### config.mk
export PLATFORM = sky130hd
export DESIGN_NAME = double_buffer_reader_flat
export DESIGN_NICKNAME = d
export VERILOG_FILES = /design/src/rtl/double_buffer_reader_if.sv /design/src/rtl/double_buffer_reader.sv /design/src/flat_wrapper.sv
export SDC_FILE = /design/constraint.sdc
export NUM_CORES = 1
export LEC_CHECK = 0
export ABC_CLOCK_PERIOD_IN_PS = 4100
export CORE_UTILIZATION = 58
export CTS_CLUSTER_DIAMETER = 100
export DETAILED_ROUTE_END_ITERATION = 7
export PLACE_DENSITY = 0.95
export SKIP_CTS_REPAIR_TIMING = 1
export SLEW_MARGIN = 0
export SYNTH_ARGS = -nofsm -noshare
export SYNTH_HDL_FRONTEND = slang
export SYNTH_SLANG_ARGS = --single-unit
### constraint.sdc
create_clock -name clock -period 4.1 [get_ports clock]
set_input_delay 1.025 -clock clock [delete_from_list [all_inputs] [get_ports clock]]
set_output_delay 1.025 -clock clock [all_outputs]
set_load 0.005 [all_outputs]
### src/rtl/double_buffer_reader_if.sv
// Valid/ready word stream from the double-buffer reader to its downstream consumer.
interface double_buffer_reader_if #(
  parameter int unsigned DATA_WIDTH = 10
);
  logic [DATA_WIDTH-1:0] streamData;
  logic                  streamValid;
  logic                  streamReady;
  logic                  streamLast;

  modport master (
    output streamData,
    output streamValid,
    output streamLast,
    input  streamReady
  );

  modport slave (
    input  streamData,
    input  streamValid,
    input  streamLast,
    output streamReady
  );
endinterface

### src/rtl/double_buffer_reader.sv
// Drains a filled SRAM bank through a 2-entry output buffer, then releases the bank to the writer.
// Optional DOUBLE_BUFFER_READER_OVERRUN_DETECT_EN adds a sticky overrun flag for dropped requests.
module double_buffer_reader #(
  parameter int unsigned DATA_WIDTH    = 10,
  parameter int unsigned ADDRESS_WIDTH = 8
) (
  input  logic                     clock,
  input  logic                     nReset,
  input  logic                     bufferFull,
  input  logic                     fullBank,
  input  logic [ADDRESS_WIDTH-1:0] wordCount,
  output logic [ADDRESS_WIDTH-1:0] sramAddress,
  input  logic [DATA_WIDTH-1:0]    sramData,
  double_buffer_reader_if.master   stream,
  output logic                     bufferReleased,
  output logic                     releasedBank,
  output logic                     busy
`ifdef DOUBLE_BUFFER_READER_OVERRUN_DETECT_EN
  ,
  output logic                     overrun,
  input  logic                     overrunClear
`endif
);

  localparam int unsigned IDX_W      = ADDRESS_WIDTH - 1;
  localparam int unsigned BANK_WORDS = 1 << IDX_W;

  typedef enum logic [2:0] {IDLE, START, STREAM, DRAIN, RELEASE} state_t;

  state_t                   state;
  logic                     cur_bank;
  logic [ADDRESS_WIDTH-1:0] cur_count;
  logic [IDX_W-1:0]         rd_idx;
  logic                     pend_valid;
  logic                     pend_bank;
  logic [ADDRESS_WIDTH-1:0] pend_count;
  logic                     inflight;
  logic                     inflight_last;
  logic [DATA_WIDTH-1:0]    skid_data;
  logic                     skid_valid;
  logic                     skid_last;

  logic [ADDRESS_WIDTH-1:0] clamped_count_c;
  logic                     pop_c;
  logic                     head_free_c;
  logic [1:0]               occ_after_c;
  logic                     last_idx_c;
  logic                     issue_c;

  // Read credit counts words held, words arriving this edge, minus the word leaving this edge.
  always_comb begin
    clamped_count_c = wordCount;
    if (32'(wordCount) > BANK_WORDS) clamped_count_c = ADDRESS_WIDTH'(BANK_WORDS);
    pop_c       = stream.streamValid & stream.streamReady;
    head_free_c = ~stream.streamValid | pop_c;
    occ_after_c = 2'(stream.streamValid) + 2'(skid_valid) + 2'(inflight) - 2'(pop_c);
    last_idx_c  = (ADDRESS_WIDTH'(rd_idx) == cur_count - ADDRESS_WIDTH'(1));
    issue_c     = ((state == START && cur_count != '0) || state == STREAM) && (occ_after_c < 2'd2);
  end

  always_ff @(posedge clock or negedge nReset) begin
    if (!nReset) begin
      state              <= IDLE;
      cur_bank           <= 1'b0;
      cur_count          <= '0;
      rd_idx             <= '0;
      pend_valid         <= 1'b0;
      pend_bank          <= 1'b0;
      pend_count         <= '0;
      inflight           <= 1'b0;
      inflight_last      <= 1'b0;
      skid_data          <= '0;
      skid_valid         <= 1'b0;
      skid_last          <= 1'b0;
      sramAddress        <= '0;
      stream.streamData  <= '0;
      stream.streamValid <= 1'b0;
      stream.streamLast  <= 1'b0;
      bufferReleased     <= 1'b0;
      releasedBank       <= 1'b0;
      busy               <= 1'b0;
`ifdef DOUBLE_BUFFER_READER_OVERRUN_DETECT_EN
      overrun            <= 1'b0;
`endif
    end else begin
      bufferReleased <= 1'b0;

      // Bank sequencing
      case (state)
        IDLE: begin
          if (bufferFull) begin
            cur_bank  <= fullBank;
            cur_count <= clamped_count_c;
            rd_idx    <= '0;
            busy      <= 1'b1;
            state     <= START;
          end
        end
        START: begin
          if (cur_count == '0) begin
            bufferReleased <= 1'b1;
            releasedBank   <= cur_bank;
            state          <= RELEASE;
          end else begin
            state <= last_idx_c ? DRAIN : STREAM;
          end
        end
        STREAM: begin
          if (issue_c && last_idx_c) state <= DRAIN;
        end
        DRAIN: begin
          if (pop_c && stream.streamLast) begin
            bufferReleased <= 1'b1;
            releasedBank   <= cur_bank;
            state          <= RELEASE;
          end
        end
        RELEASE: begin
          if (pend_valid) begin
            cur_bank  <= pend_bank;
            cur_count <= pend_count;
            rd_idx    <= '0;
            state     <= START;
          end else if (bufferFull) begin
            cur_bank  <= fullBank;
            cur_count <= clamped_count_c;
            rd_idx    <= '0;
            state     <= START;
          end else begin
            busy  <= 1'b0;
            state <= IDLE;
          end
        end
        default: begin
          busy  <= 1'b0;
          state <= IDLE;
        end
      endcase

      // Pending slot: one request may wait while a bank is in flight
      if (state == RELEASE && pend_valid) begin
        pend_valid <= 1'b0;
      end else if (bufferFull && state != IDLE && state != RELEASE && !pend_valid) begin
        pend_valid <= 1'b1;
        pend_bank  <= fullBank;
        pend_count <= clamped_count_c;
      end

`ifdef DOUBLE_BUFFER_READER_OVERRUN_DETECT_EN
      if (bufferFull && state != IDLE && pend_valid) overrun <= 1'b1;
      else if (overrunClear)                         overrun <= 1'b0;
`endif

      // SRAM read issue; data returns on the next edge
      if (issue_c) begin
        sramAddress   <= {cur_bank, rd_idx};
        rd_idx        <= rd_idx + IDX_W'(1);
        inflight_last <= last_idx_c;
      end
      inflight <= issue_c;

      // Two-entry output buffer: head register drives the stream, skid holds the overflow word
      if (head_free_c) begin
        if (skid_valid) begin
          stream.streamData  <= skid_data;
          stream.streamLast  <= skid_last;
          stream.streamValid <= 1'b1;
          skid_valid         <= inflight;
          if (inflight) begin
            skid_data <= sramData;
            skid_last <= inflight_last;
          end
        end else begin
          stream.streamValid <= inflight;
          if (inflight) begin
            stream.streamData <= sramData;
            stream.streamLast <= inflight_last;
          end else begin
            stream.streamLast <= 1'b0;
          end
        end
      end else if (inflight) begin
        skid_valid <= 1'b1;
        skid_data  <= sramData;
        skid_last  <= inflight_last;
      end
    end
  end

endmodule

### src/flat_wrapper.sv
// flat-port wrapper written by rule: the top's interface ports become plain ports
module double_buffer_reader_flat 
#(
  parameter int unsigned DATA_WIDTH    = 10,
  parameter int unsigned ADDRESS_WIDTH = 8
)
  (clock, nReset, bufferFull, fullBank, wordCount, sramAddress, sramData, bufferReleased, releasedBank, busy, stream_streamData, stream_streamValid, stream_streamLast, stream_streamReady);
  double_buffer_reader_if #(.DATA_WIDTH(DATA_WIDTH)) stream_i ();
  input  logic clock;
  input  logic nReset;
  input  logic bufferFull;
  input  logic fullBank;
  input  logic [ADDRESS_WIDTH-1:0] wordCount;
  output logic [ADDRESS_WIDTH-1:0] sramAddress;
  input  logic [DATA_WIDTH-1:0] sramData;
  output logic bufferReleased;
  output logic releasedBank;
  output logic busy;
  output wire logic [$bits(stream_i.streamData)-1:0] stream_streamData;
  output wire logic [$bits(stream_i.streamValid)-1:0] stream_streamValid;
  output wire logic [$bits(stream_i.streamLast)-1:0] stream_streamLast;
  input wire logic [$bits(stream_i.streamReady)-1:0] stream_streamReady;
  assign stream_streamData = stream_i.streamData;
  assign stream_streamValid = stream_i.streamValid;
  assign stream_streamLast = stream_i.streamLast;
  assign stream_i.streamReady = stream_streamReady;
  double_buffer_reader #(.DATA_WIDTH(DATA_WIDTH), .ADDRESS_WIDTH(ADDRESS_WIDTH)) u_core (.clock(clock), .nReset(nReset), .bufferFull(bufferFull), .fullBank(fullBank), .wordCount(wordCount), .sramAddress(sramAddress), .sramData(sramData), .stream(stream_i), .bufferReleased(bufferReleased), .releasedBank(releasedBank), .busy(busy));
endmodule
==> results of run 1 <==
[area by class of cell]
cell class / count / area (µm²)
tap: 70 / 87.58
timing repair buffer: 49 / 475.5
inverter: 13 / 48.80
fill: 338 / 1331
clock buffer: 14 / 162.7
multi-input combinational: 211 / 1413
clock inverter: 2 / 35.03
sequential: 66 / 1652
[stage by stage]
step	util (%)	worst slack [ps]	cells	total power [mW]	hold slack, ps
after floorplan	-	1231	307	1.605	446.0
after global placement	70.63	594.2	409	1.869	454.2
after detailed placement	70.63	433.7	409	1.937	473.7
after CTS	74.42	773.6	425	2.482	488.0
after global routing	74.42	652.3	425	2.643	507.2
final	74.42	779.0	425	2.477	479.5
[logic make-up (layout without fill, tap and decap cells)]
group                    Yosys count  in the layout  share of synthesized area (%)
multiplexers                      41             41                          13.88
AO/OA/AOI/OAI                     57             57                          11.06
flip-flops                        66             66                          51.74
AND/OR/NAND/NOR                  100            100                          15.17
buffers and inverters             30             78                          3.998
XOR/XNOR                           8              8                          2.195
adder cells (fa/ha/maj)            5              5                          1.960
[power breakdown]
group | total [mW] | switching (mW) | internal (mW)
clock network | 0.543 | 0.229 | 0.314
registers | 0.999 | 0.159 | 0.840
logic | 0.935 | 0.446 | 0.488
total | 2.48 | 0.834 | 1.64
[placed cells by master (no fill, tap or decap), types with 2 or more instances in the layout]
cell type	n
and3_1	4
o221ai_1	3
clkbuf_8	11
mux2_2	25
dfrtp_1	66
nand3b_1	2
nand3_1	9
a311o_1	2
mux2i_1	15
nor2_1	25
ha_1	5
clkdlybuf4s50_1	44
or3_1	5
xnor2_1	4
nor2b_1	8
clkbuf_1	3
o31ai_1	2
a21oi_1	20
buf_4	4
nand2_1	33
inv_1	13
xor2_1	4
nor3_1	3
and2_1	2
o21ai_0	19
[sequential cells by signal, indices dropped and copies added (netlist names), 3 cells and up]
register,flops
u_core.sramAddress,8
u_core.rd_idx,7
u_core.skid_data,10
u_core.pend_count,8
u_core.cur_count,8
u_core.stream.streamData,10
u_core.state,3
[worst max path at each step]
| stage | from | slack, ps | cells after the start | to |
|---|---|---|---|---|
| after global placement | stream_streamReady | 590 | 11 | u_core.rd_idx[3] |
| after CTS | stream_streamReady | 770 | 11 | u_core.rd_idx[3] |
| final | stream_streamReady | 780 | 11 | u_core.rd_idx[3] |
| after global routing | stream_streamReady | 650 | 11 | u_core.rd_idx[3] |
| after detailed placement | stream_streamReady | 430 | 11 | u_core.rd_idx[3] |
| after floorplan | stream_streamReady | 1230 | 10 | u_core.inflight_last |
[routing by layer]
metal,vias to the layer above,GRT usage [%]
li1,1162,-
met1,1227,32.08
met2,82,39.91
met3,17,4.910
met4,0,11.15
met5,-,0
[worst max-delay path, cell delays in order]
cell             delay, ps
clkdlybuf4s50_1        420
and2_1                 170
ha_1                   270
inv_1                   30
ha_1                   260
a21oi_1                200
xnor2_1                120
a211o_1                360
buf_4                  250
or3_1                  380
o221ai_1                80
==> metrics.cfg, run 1 <==
[status]
outcome=finished clean

[place]
dp_hpwl_mm=4.636
port_buffers=45
place_area_mm2=0.003676
gp_congestion=0.8792

[layout]
final_layout_size_suffix_gt1_share_pct=12.96
fin_nets=378
design_area_mm2=0.003874
area_growth_pct=21.36
antenna_cells=0

[min_path]
hp-class=reg -> reg
hold_depth=2
worstHoldStart=u_core.sramAddress[5]
holdPathEnd=u_core.sramAddress[5]

[synth]
synth-main-ff-cell=dfrtp_1
ys_seq_elements=66
postSynthCellCount=307
syn_nets=335
synth_edf_count=0
async_flop_share_pct=100.0
yosys.cell_types.count=47
yosys.area.top_type_share_pct=51.74
synth_commonest_cells=dfrtp_1 (66), nand2_1 (33), mux2_2 (25), nor2_1 (25), a21oi_1 (20)
yosysWarnings=0
netlist_area_mm2=0.003192
yosysSeqAreaShare_pct=51.74
synth.avg_cell_area_um2=10.40
synth_top_area_cell=dfrtp_1
yosysMostFrequentCell=dfrtp_1
synth_area_leaders=dfrtp_1 (52%), mux2_2 (8.8%), mux2i_1 (4.7%)

[global_route]
grt_max_degree=41
grt_pass1_wl_mm=11.10
gr-total-overflow=0
grt_pass1_vias=2365
antenna_found_initial=0
grtUsageTotal_pct=24.61

[sta]
worst_slew_pin_slew_ps=760.8
hold_violations=0
rsz0062_at_grt=no
fin_skew_ps=8.948
period_share_pct=81.00
clock.fmax_mhz=301.1
finalSetupViolations=0
min_period_ps=3321
slew_headroom_pct=49.09
slew_viol_final=0
setup_tns_ps=0

[clocking]
cts_buffer_depth=2
numCtsBuffers=9
clock_latency_ps=340
root_buffer=clkbuf_8
clkSlewWorstSetupHoldPaths_ps=60
htree_levels=3
tritoncts=yes
cts.sinks=66

[die]
core_mm2=0.005205
initial_core_util_pct=61.32
die_x_um=76.19
num_io_pins=46
row_count=26
dieArea_mm2=0.005804
die_h_um=76.19

[drt]
route.met2.wl_mm=3.208
met1_length_mm=2.803
wl_per_cell_um=15.32
vias=2488
routed_wl_mm=6.513
dr.pass1.iters=4
drtIter0Drc=161
drc_errors=0
top_layer=met4
drtAntennaViolNets=0
dr_wl_met3_um=343
viasPerCell=5.854

[worst_setup_path]
cp_max_fo=23
criticalPathCategory=in -> reg
reg2reg_depth=10
required_ps=4350
crit_arrival_ps=3570
reg2reg_to=u_core.rd_idx[3]
timing.rr.start=u_core.stream.streamValid
rrSetupSlack_ps=1450
startpoint_type=primary input
end_kind=flop

[pwr]
p_per_area_mw_per_mm2=639.3
leakage_nw=1.665
ir_drop_mv=0.4019

[job]
max-cap-violations=0

(Power assumes the default switching activity.)
==> run 2: changes to the inputs <==
- ABC_CLOCK_PERIOD_IN_PS: 4100 -> 3000
- CORE_UTILIZATION: 58 -> 49
- PLACE_DENSITY: 0.95 -> 0.88
- clock period: 4.1 -> 3 ns (I/O delays scaled with it)
==> metrics.cfg, run 2 (same netlist as run 1, synthesis figures left out) <==
[status]
outcome=finished clean  ; unchanged

[worst_setup_path]
criticalPathCategory=in -> reg  ; unchanged
crit_arrival_ps=3080  ; was 3570 ps
cp_max_fo=2  ; was 23
required_ps=3220  ; was 4350 ps
cp_num_buf_inv=4  ; was 3
cpPeakStageDelay_ps=420  ; about the same
cp_top_family=buffers and inverters  ; unchanged
end_kind=flop  ; unchanged
worstPathCellList=clkdlybuf4s50_1 -> and2_1 -> ha_1 -> inv_1 -> ha_1 -> a21oi_1 -> xnor2_1 -> a211o_1 -> buf_4 -> inv_1 -> mux2_1  ; was clkdlybuf4s50_1 -> and2_1 -> ha_1 -> inv_1 -> ha_1 -> a21oi_1 -> xnor2_1 -> a211o_1 -> buf_4 -> or3_1 -> o221ai_1
slowest_stage=clkdlybuf4s50_1  ; unchanged
reg2reg_depth=10  ; unchanged
startpoint_type=primary input  ; unchanged
crit_cells=11  ; unchanged

[die]
row_count=29  ; was 26
core_mm2=0.006314  ; was 0.005205 mm²
dieArea_mm2=0.006841  ; was 0.005804 mm²
initial_core_util_pct=50.55  ; was 61.32%
die_x_um=82.71  ; was 76.19 µm
die_h_um=82.71  ; was 76.19 µm
num_io_pins=46  ; unchanged

[clocking]
cts_buffer_depth=2  ; unchanged
htree_levels=3  ; unchanged
root_buffer=clkbuf_8  ; unchanged
clkSlewWorstSetupHoldPaths_ps=70  ; was 60 ps
numCtsBuffers=9  ; unchanged
tritoncts=yes  ; unchanged
cts.sinks=66  ; unchanged
clock_latency_ps=340  ; about the same

[place]
port_buffers=45  ; unchanged
gp_congestion=0.8465  ; was 0.8792
dp_hpwl_mm=4.492  ; was 4.636 mm

[pwr]
p_per_area_mw_per_mm2=914.0  ; was 639.3 mW/mm²
ir_drop_mv=0.4075  ; was 0.4019 mV
leakage_nw=1.713  ; was 1.665 nW

[drt]
viasPerCell=5.527  ; was 5.854
route.met2.wl_mm=3.123  ; was 3.208 mm
met1_length_mm=2.896  ; was 2.803 mm
vias=2421  ; was 2488
drtAntennaViolNets=0  ; unchanged
dr.pass1.iters=4  ; unchanged
drtIter0Drc=143  ; was 161
dr_wl_met3_um=292  ; was 343 µm
top_layer=met4  ; unchanged
drc_errors=0  ; unchanged
routed_wl_mm=6.447  ; was 6.513 mm
wl_per_cell_um=14.72  ; was 15.32 µm

[sta]
worst_slew_pin_slew_ps=1202  ; was 760.8 ps
slew_viol_final=0  ; unchanged
period_share_pct=95.55
slew_headroom_pct=19.54  ; was 49.09%
finalSetupViolations=0  ; unchanged
clock.fmax_mhz=348.9
hold_violations=0  ; unchanged
fin_skew_ps=7.057  ; was 8.948 ps
min_period_ps=2866
setup_tns_ps=0  ; unchanged
rsz0062_at_grt=no  ; unchanged

[layout]
fillCellCount=504  ; was 338
mostFrequentLayoutCells=dfrtp_1 (66), clkdlybuf4s50_1 (44), nand2_1 (33)  ; unchanged
antenna_cells=0  ; unchanged
final_common_cell=dfrtp_1  ; unchanged
area_growth_pct=24.34  ; was 21.36%
final_layout_size_suffix_gt1_share_pct=14.68  ; was 12.96%
largestRegisters=u_core.skid_data x10, u_core.stream.streamData x10  ; unchanged
fin_util_pct=62.86  ; was 74.42%
fin_nets=385  ; was 378

[global_route]
grt_pass1_vias=2267  ; was 2365
gr-total-overflow=0  ; unchanged
antenna_found_initial=0  ; unchanged
grtUsageTotal_pct=21.33  ; was 24.61%
grt_max_degree=25  ; was 41
grt_pass1_wl_mm=10.65  ; was 11.10 mm

[job]
max-cap-violations=0  ; unchanged

[min_path]
hp-class=in -> async  ; was reg -> reg

[run 2: routing by layer]
metal  up-vias  GRT usage, %
met5         -             0
met2        58         32.87
met1      1176         28.11
met3        15         4.286
met4         0         11.90
li1       1172             -
[run 2: area by class of cell]
type | instances | area, µm² | share of cell area, %
clock buffer | 13 | 158.9 | 4.004
clock inverter | 2 | 60.06 | 1.513
inverter | 13 | 48.80 | 1.230
multi-input combinational | 211 | 1413 | 35.59
sequential | 66 | 1652 | 41.61
tap | 77 | 96.34 | 2.427
timing repair buffer | 56 | 540.5 | 13.62
[run 2: worst paths after layout]
| kind | slack, ps | start | endpoint |
|---|---|---|---|
| worst max register to register | 540 | u_core.stream.streamValid | u_core.inflight_last |
| worst min register to register | 480 | u_core.pend_count[2] | u_core.cur_count[2] |
| max in group asynchronous | 1930 | nReset | u_core.sramAddress[3] |
| worst max-delay path | 130 | stream_streamReady | u_core.inflight_last |
| min in group clock | 480 | u_core.pend_count[2] | u_core.cur_count[2] |
| worst min-delay path | 380 | nReset | u_core.stream.streamData[2] |
[run 2: worst reg2reg max path, cell delays in order (launching register included)]
cell,delay [ps]
dfrtp_1,410
and2_1,190
ha_1,280
inv_1,40
ha_1,260
a21oi_1,180
xnor2_1,110
a211o_1,290
buf_4,160
inv_1,90
mux2_1,340
[run 2: power by group]
group	switching, mW	internal (mW)	total, mW
clock network	0.313	0.510	0.823
logic	0.667	0.810	1.48
registers	0.179	1.15	1.33
[run 2: metrics by stage]
| stage | setup WS, ps | hold slack (ps) | instances | instance area (µm²) | total power [mW] |
|---|---|---|---|---|---|
| 5_1_grt | 19.34 | 407.5 | 438 | 3969 | 3.875 |
| 6_report | 133.6 | 382.6 | 438 | 3969 | 3.628 |
| 4_1_cts | 132.5 | 390.9 | 438 | 3969 | 3.656 |
| 3_5_place_dp | -165.9 | 464.6 | 423 | 3750 | 2.810 |
| 2_1_floorplan | 406.1 | 446.0 | 307 | 3192 | 2.194 |
| 3_3_place_gp | -74.97 | 455.7 | 423 | 3750 | 2.738 |
